==> config.mk <==
export PLATFORM = sky130hd
export DESIGN_NAME = ring_ptr_ctrl_mc
export DESIGN_NICKNAME = d
export VERILOG_FILES = /design/src/rtl/ring_ptr_ctrl_mc.sv
export SDC_FILE = /design/constraint.sdc
export NUM_CORES = 1
export LEC_CHECK = 0
export CAP_MARGIN = 10
export CORE_MARGIN = 5
export CORE_UTILIZATION = 30
export DETAILED_ROUTE_END_ITERATION = 16
export MAX_ROUTING_LAYER = met4
export PLACE_DENSITY = 0.61
export SETUP_SLACK_MARGIN = 0.2
export SKIP_LAST_GASP = 1
export SLEW_MARGIN = 20
export SYNTH_ARGS = -nofsm -noshare
export SYNTH_HDL_FRONTEND = slang
export SYNTH_SLANG_ARGS = --single-unit
==> constraint.sdc <==
create_clock -name clk -period 6.42 [get_ports clk]
set_clock_uncertainty 0.2 [all_clocks]
set_input_delay 0.642 -clock clk [delete_from_list [all_inputs] [get_ports clk]]
set_output_delay 0.642 -clock clk [all_outputs]
set_load 0.1 [all_outputs]
==> src/rtl/ring_ptr_ctrl_mc.sv <==
// ring_ptr_ctrl_mc: per-channel circular-buffer pointer controller.
// Each channel tracks a write and a read pointer, each with its own wrap
// (round) bit. Occupancy, full/empty and threshold flags are decoded from
// registered state only. Overflow/underflow are sticky until clr or aclr.
// DEPTH need not be a power of two: pointers wrap explicitly at DEPTH-1.
module ring_ptr_ctrl_mc #(
   parameter int CHANNELS  = 4,
   parameter int DEPTH     = 16,
   parameter int ADDR_W    = 4,
   parameter int AF_THRESH = 12,
   parameter int AE_THRESH = 2
) (
   input  logic                             clk,
   input  logic                             aclr,
   input  logic [CHANNELS-1:0]              i_clr,
   input  logic [CHANNELS-1:0]              i_push,
   input  logic [CHANNELS-1:0]              i_pop,
   output logic [CHANNELS*ADDR_W-1:0]       o_w_addr,
   output logic [CHANNELS*ADDR_W-1:0]       o_r_addr,
   output logic [CHANNELS-1:0]              o_w_round,
   output logic [CHANNELS-1:0]              o_r_round,
   output logic [CHANNELS*(ADDR_W+1)-1:0]   o_count,
   output logic [CHANNELS-1:0]              o_full,
   output logic [CHANNELS-1:0]              o_empty,
   output logic [CHANNELS-1:0]              o_almost_full,
   output logic [CHANNELS-1:0]              o_almost_empty,
   output logic [CHANNELS-1:0]              o_overflow,
   output logic [CHANNELS-1:0]              o_underflow
);

   localparam logic [ADDR_W:0]   DEPTH_C  = (ADDR_W+1)'(DEPTH);
   localparam logic [ADDR_W:0]   AF_C     = (ADDR_W+1)'(AF_THRESH);
   localparam logic [ADDR_W:0]   AE_C     = (ADDR_W+1)'(AE_THRESH);
   localparam logic [ADDR_W-1:0] LAST_PTR = ADDR_W'(DEPTH-1);

   for (genvar c = 0; c < CHANNELS; c++) begin : g_ch
      logic [ADDR_W-1:0] r_w_ptr;
      logic [ADDR_W-1:0] r_r_ptr;
      logic              r_w_rnd;
      logic              r_r_rnd;
      logic              r_ovf;
      logic              r_udf;
      logic              w_same_ptr;
      logic              w_full;
      logic              w_empty;
      logic              w_push_acc;
      logic              w_pop_acc;
      logic [ADDR_W:0]   w_count;

      // status decode from registered state and request acceptance
      always_comb begin
         w_same_ptr = (r_w_ptr == r_r_ptr);
         w_empty    = w_same_ptr & (r_w_rnd == r_r_rnd);
         w_full     = w_same_ptr & (r_w_rnd != r_r_rnd);
         if (r_w_rnd == r_r_rnd)
            w_count = {1'b0, r_w_ptr} - {1'b0, r_r_ptr};
         else
            w_count = DEPTH_C - {1'b0, r_r_ptr} + {1'b0, r_w_ptr};
         w_push_acc = i_push[c] & ~w_full;
         w_pop_acc  = i_pop[c]  & ~w_empty;
      end

      // pointer/round advance, sticky error capture; clr wins over requests
      always_ff @(posedge clk or posedge aclr) begin
         if (aclr) begin
            r_w_ptr <= '0;
            r_r_ptr <= '0;
            r_w_rnd <= 1'b0;
            r_r_rnd <= 1'b0;
            r_ovf   <= 1'b0;
            r_udf   <= 1'b0;
         end else if (i_clr[c]) begin
            r_w_ptr <= '0;
            r_r_ptr <= '0;
            r_w_rnd <= 1'b0;
            r_r_rnd <= 1'b0;
            r_ovf   <= 1'b0;
            r_udf   <= 1'b0;
         end else begin
            if (w_push_acc) begin
               if (r_w_ptr == LAST_PTR) begin
                  r_w_ptr <= '0;
                  r_w_rnd <= ~r_w_rnd;
               end else begin
                  r_w_ptr <= r_w_ptr + 1'b1;
               end
            end
            if (w_pop_acc) begin
               if (r_r_ptr == LAST_PTR) begin
                  r_r_ptr <= '0;
                  r_r_rnd <= ~r_r_rnd;
               end else begin
                  r_r_ptr <= r_r_ptr + 1'b1;
               end
            end
            if (i_push[c] & w_full)
               r_ovf <= 1'b1;
            if (i_pop[c] & w_empty)
               r_udf <= 1'b1;
         end
      end

      assign o_w_addr[c*ADDR_W +: ADDR_W]       = r_w_ptr;
      assign o_r_addr[c*ADDR_W +: ADDR_W]       = r_r_ptr;
      assign o_w_round[c]                       = r_w_rnd;
      assign o_r_round[c]                       = r_r_rnd;
      assign o_count[c*(ADDR_W+1) +: ADDR_W+1]  = w_count;
      assign o_full[c]                          = w_full;
      assign o_empty[c]                         = w_empty;
      assign o_almost_full[c]                   = (w_count >= AF_C);
      assign o_almost_empty[c]                  = (w_count <= AE_C);
      assign o_overflow[c]                      = r_ovf;
      assign o_underflow[c]                     = r_udf;
   end

endmodule

==> flow_metrics.py <==
metrics = {
    "floorplanning": {
        "placeableCoreArea_um2": 10890,
        "floorplan.die.height_um": 115.7,
        "floorplan.die.width_um": 115.7,
        "design.die.area_um2": 13400,
        "io_pins": 98,
        "rows": 38,
        "floorplan.initialDensity_pct": 30.81,
    },
    "route": {
        "detailedRoute.firstIterationViolations": 118,
        "vias": 2734,
        "detailedRoute.firstPassIterationCount": 4,
        "drcViolationCount": 0,
        "drt-wirelength-per-cell_um": 13.82,
        "avgViaCountPerCell": 4.730,
        "totalWireLength_mm": 7.989,
        "antenna_violating_nets_post_route": 0,
    },
    "layout": {
        "drive_above_1_share_pct": 10.73,
        "antenna-diode-count": 0,
        "final_net_count": 479,
        "postLayoutCellArea_um2": 4452,
        "finalNonFillerCells": 578,
        "area_delta_synth_final_pct": 32.71,
    },
    "yosys": {
        "ys_seq_elements": 48,
        "synth_top_cell_by_area": "sky130_fd_sc_hd__dfrtp_1",
        "number_of_enable_flip_flop_cells_after_synthesis": 0,
        "synth_top_cells_by_count": "58 x sky130_fd_sc_hd__nor2_1, 48 x sky130_fd_sc_hd__dfrtp_1, 39 x sky130_fd_sc_hd__inv_1",
        "syn-instance-count": 361,
        "postSynthNetCount": 403,
        "synth.cell_area_um2": 3354,
        "top_ff_cell_synth": "sky130_fd_sc_hd__dfrtp_1",
        "synth_cell_type_count": 44,
        "synth_area_per_cell_um2": 9.292,
        "synth.area.top_cells": "sky130_fd_sc_hd__dfrtp_1 36%, sky130_fd_sc_hd__ha_1 9.0%, sky130_fd_sc_hd__nor2_1 6.5%, sky130_fd_sc_hd__xnor2_1 5.5%, sky130_fd_sc_hd__buf_4 5.4%",
        "synth_seq_area_share_pct": 35.81,
        "synth_async_sr_flop_share_pct": 100.0,
        "netlist.area_leader.share_pct": 35.81,
        "post-synth-top-count-cell": "sky130_fd_sc_hd__nor2_1",
        "yosysWarnings": 0,
    },
    "grt": {
        "globalRouteTotalUtil_pct": 12.80,
        "m2_gr_usage_pct": 21.41,
        "number_of_antenna_violations_at_the_first_check_in_global_routing": 0,
        "grt_remaining_overflow": 0,
        "global_route.usage.met3_pct": 3.238,
        "grt_first_pass_wirelength_mm": 13.79,
        "largest_net_degree_at_the_start_of_global_routing": 49,
        "globalRouteMet1Util_pct": 15.93,
        "grt.busiest_layer": "met2",
        "first_global_vias": 2892,
    },
    "critical_path": {
        "cp_max_fo": 6,
        "cp_max_delay_cell": "sky130_fd_sc_hd__clkdlybuf4s50_1",
        "end_kind": "output pin",
        "cp_cell_sequence": "ha_2 -> fa_2 -> inv_1 -> a21o_1 -> a21oi_2 -> xnor2_4 -> a2111oi_0 -> clkdlybuf4s50_1",
        "crit_required_ps": 5580,
        "setup.worst_path.class": "flip-flop to output pin",
        "max_stage_delay_ps": 1200,
        "critical_path.n_buffers_inverters": 2,
        "start_kind": "flip-flop",
        "critPathArrivalTime_ps": 3430,
        "critical_path.top_delay_family": "buffers and inverters",
    },
    "power_and_ir_drop": {
        "power_per_cell_area_nw_per_um2": 318.7,
        "vdd.ir_drop.worst_mv": 0.3230,
        "power.static_leakage_nw": 1.865,
    },
    "clock_network": {
        "cts_hold_repair.buffers": 0,
        "cts.path.max_buffers": 2,
        "clock_tree_sinks": 48,
        "cts_setup_buffers": 0,
        "cts.clk_slew.worst_paths_ps": 90,
        "post_cts.resized_instances": 0,
        "htreeDepth": 2,
        "cts_tree": "done",
        "clockRootBuffer": "sky130_fd_sc_hd__clkbuf_8",
        "clock_latency_ps": 290,
        "numCtsBuffers": 5,
    },
    "sta": {
        "timing.fmax_mhz": 234.3,
        "maxSlewViolCount": 0,
        "maxSlewHeadroom_pct": 31.30,
        "final_hold_violation_count": 0,
        "setup-violations-final": 0,
        "final_min_period_over_clock_period_pct": 66.48,
        "timing.final.crit_period_ps": 4268,
        "layout_setup_ws_ps": 2152,
        "tightest_slew_ps": 1027,
        "unrepaired_setup_endpoints_after_global_routing": "no",
    },
    "placed_design": {
        "number_of_port_buffers": 97,
        "placedCellCount": 570,
        "post_dp_cell_area_um2": 4358,
        "gp_congestion": 0.8523,
        "dpl.hpwl_mm": 6.372,
        "place_ws_ps": 2470,
    },
    "hold_path": {
        "min-delay-path-class": "flip-flop to flip-flop",
    },
    "outcome": {
        "run_status": "completed",
    },
    "job": {
        "max_cap_violations": 0,
    },
}
==> layout make-up <==
type	count	area, µm²
clock inverters	2	10.01
fillers	1079	6436
well taps	140	175.2
clock buffers	6	82.58
inverters	39	147.6
multi-input cells	246	1847
repair buffers	97	970.9
flip-flops and latches	48	1219
==> cells by family after synthesis <==
logic type,after synthesis,share of synthesized area (%)
mux,8,2.387
buf+inv,67,10.18
flops,48,35.81
compound gates,78,17.20
fa+ha+maj,28,11.34
xor+xnor,34,9.549
simple gates,98,13.54
==> per-layer routing <==
layer	wire, µm	vias to the layer above
li1	-	1363
met1	3559	1287
met2	3859	76
met3	523	8
met4	47	0
met5	0	-
==> registers in the layout, summed over array words and instances (netlist names) <==
signal / cells
g_ch.r_ovf: 4
g_ch.r_r_ptr: 16
g_ch.r_r_rnd: 4
g_ch.r_udf: 4
g_ch.r_w_ptr: 16
g_ch.r_w_rnd: 4
==> cells in the final DEF (no fill, tap or decap), types with 2 or more instances in the layout <==
| cell | n |
|---|---|
| sky130_fd_sc_hd__or3_1 | 3 |
| sky130_fd_sc_hd__nand4_1 | 6 |
| sky130_fd_sc_hd__a21o_1 | 7 |
| sky130_fd_sc_hd__nor2_1 | 58 |
| sky130_fd_sc_hd__nor2b_1 | 3 |
| sky130_fd_sc_hd__a41oi_1 | 2 |
| sky130_fd_sc_hd__clkdlybuf4s50_1 | 97 |
| sky130_fd_sc_hd__o21ai_2 | 4 |
| sky130_fd_sc_hd__nand2_1 | 14 |
| sky130_fd_sc_hd__nor3b_1 | 3 |
| sky130_fd_sc_hd__a21oi_1 | 29 |
| sky130_fd_sc_hd__o211ai_1 | 3 |
| sky130_fd_sc_hd__a31o_2 | 2 |
| sky130_fd_sc_hd__xnor2_1 | 19 |
| sky130_fd_sc_hd__and3_1 | 2 |
| sky130_fd_sc_hd__mux2i_1 | 8 |
| sky130_fd_sc_hd__dfrtp_4 | 3 |
| sky130_fd_sc_hd__a311oi_1 | 3 |
| sky130_fd_sc_hd__a2111oi_2 | 3 |
| sky130_fd_sc_hd__clkinv_2 | 3 |
| sky130_fd_sc_hd__a21o_2 | 2 |
| sky130_fd_sc_hd__nand3_1 | 3 |
| sky130_fd_sc_hd__o41ai_1 | 4 |
| sky130_fd_sc_hd__xor2_1 | 10 |
| sky130_fd_sc_hd__xnor2_2 | 4 |
| sky130_fd_sc_hd__fa_1 | 3 |
| sky130_fd_sc_hd__ha_1 | 23 |
| sky130_fd_sc_hd__clkbuf_8 | 6 |
| sky130_fd_sc_hd__o21ai_0 | 7 |
| sky130_fd_sc_hd__inv_1 | 37 |
| sky130_fd_sc_hd__dfrtp_2 | 5 |
| sky130_fd_sc_hd__o21a_2 | 2 |
| sky130_fd_sc_hd__dfrtp_1 | 40 |
| sky130_fd_sc_hd__a221oi_2 | 2 |
==> through the flow <==
step                      power, W  setup TNS (ps)  util (%)  hold WS [ps]
after CTS                 0.001435               0     40.88         307.3
final                     0.001419               0     40.89         299.4
after global routing      0.001486               0     40.89         328.4
after detailed placement  0.001242               0     40.03         286.9
after floorplan           0.001068           -1077         -         263.7
after global placement    0.001237               0     40.03         279.5
==> report_power, final <==
part	internal (W)	switching (W)	total [W]
clock	0.0000862	0.000101	0.000187
combinational	0.000209	0.000684	0.000893
sequential	0.000317	0.0000215	0.000339
==> worst register-to-register path, stage by stage (launching register included) <==
cell and delay (ps):
sky130_fd_sc_hd__dfrtp_1 430, sky130_fd_sc_hd__inv_1 90, sky130_fd_sc_hd__ha_1 380, sky130_fd_sc_hd__and4_4 240
sky130_fd_sc_hd__a21boi_2 330, sky130_fd_sc_hd__a41oi_1 170, sky130_fd_sc_hd__a311oi_1 260
==> worst paths after layout <==
path | start | endpoint | slack (ps) | cells after the start
max | g_ch[2].r_r_ptr[0] | o_almost_empty[2] | 2150 | 8
min | g_ch[2].r_udf | g_ch[2].r_udf | 300 | 2
max reg2reg | g_ch[0].r_r_ptr[2] | g_ch[0].r_w_ptr[3] | 4220 | 6
min reg2reg | g_ch[2].r_udf | g_ch[2].r_udf | 300 | 2
max in group asynchronous | aclr | g_ch[2].r_w_ptr[0] | 4810 | 2
min in group asynchronous | aclr | g_ch[2].r_r_ptr[2] | 620 | 2
(Power assumes the default switching activity.)
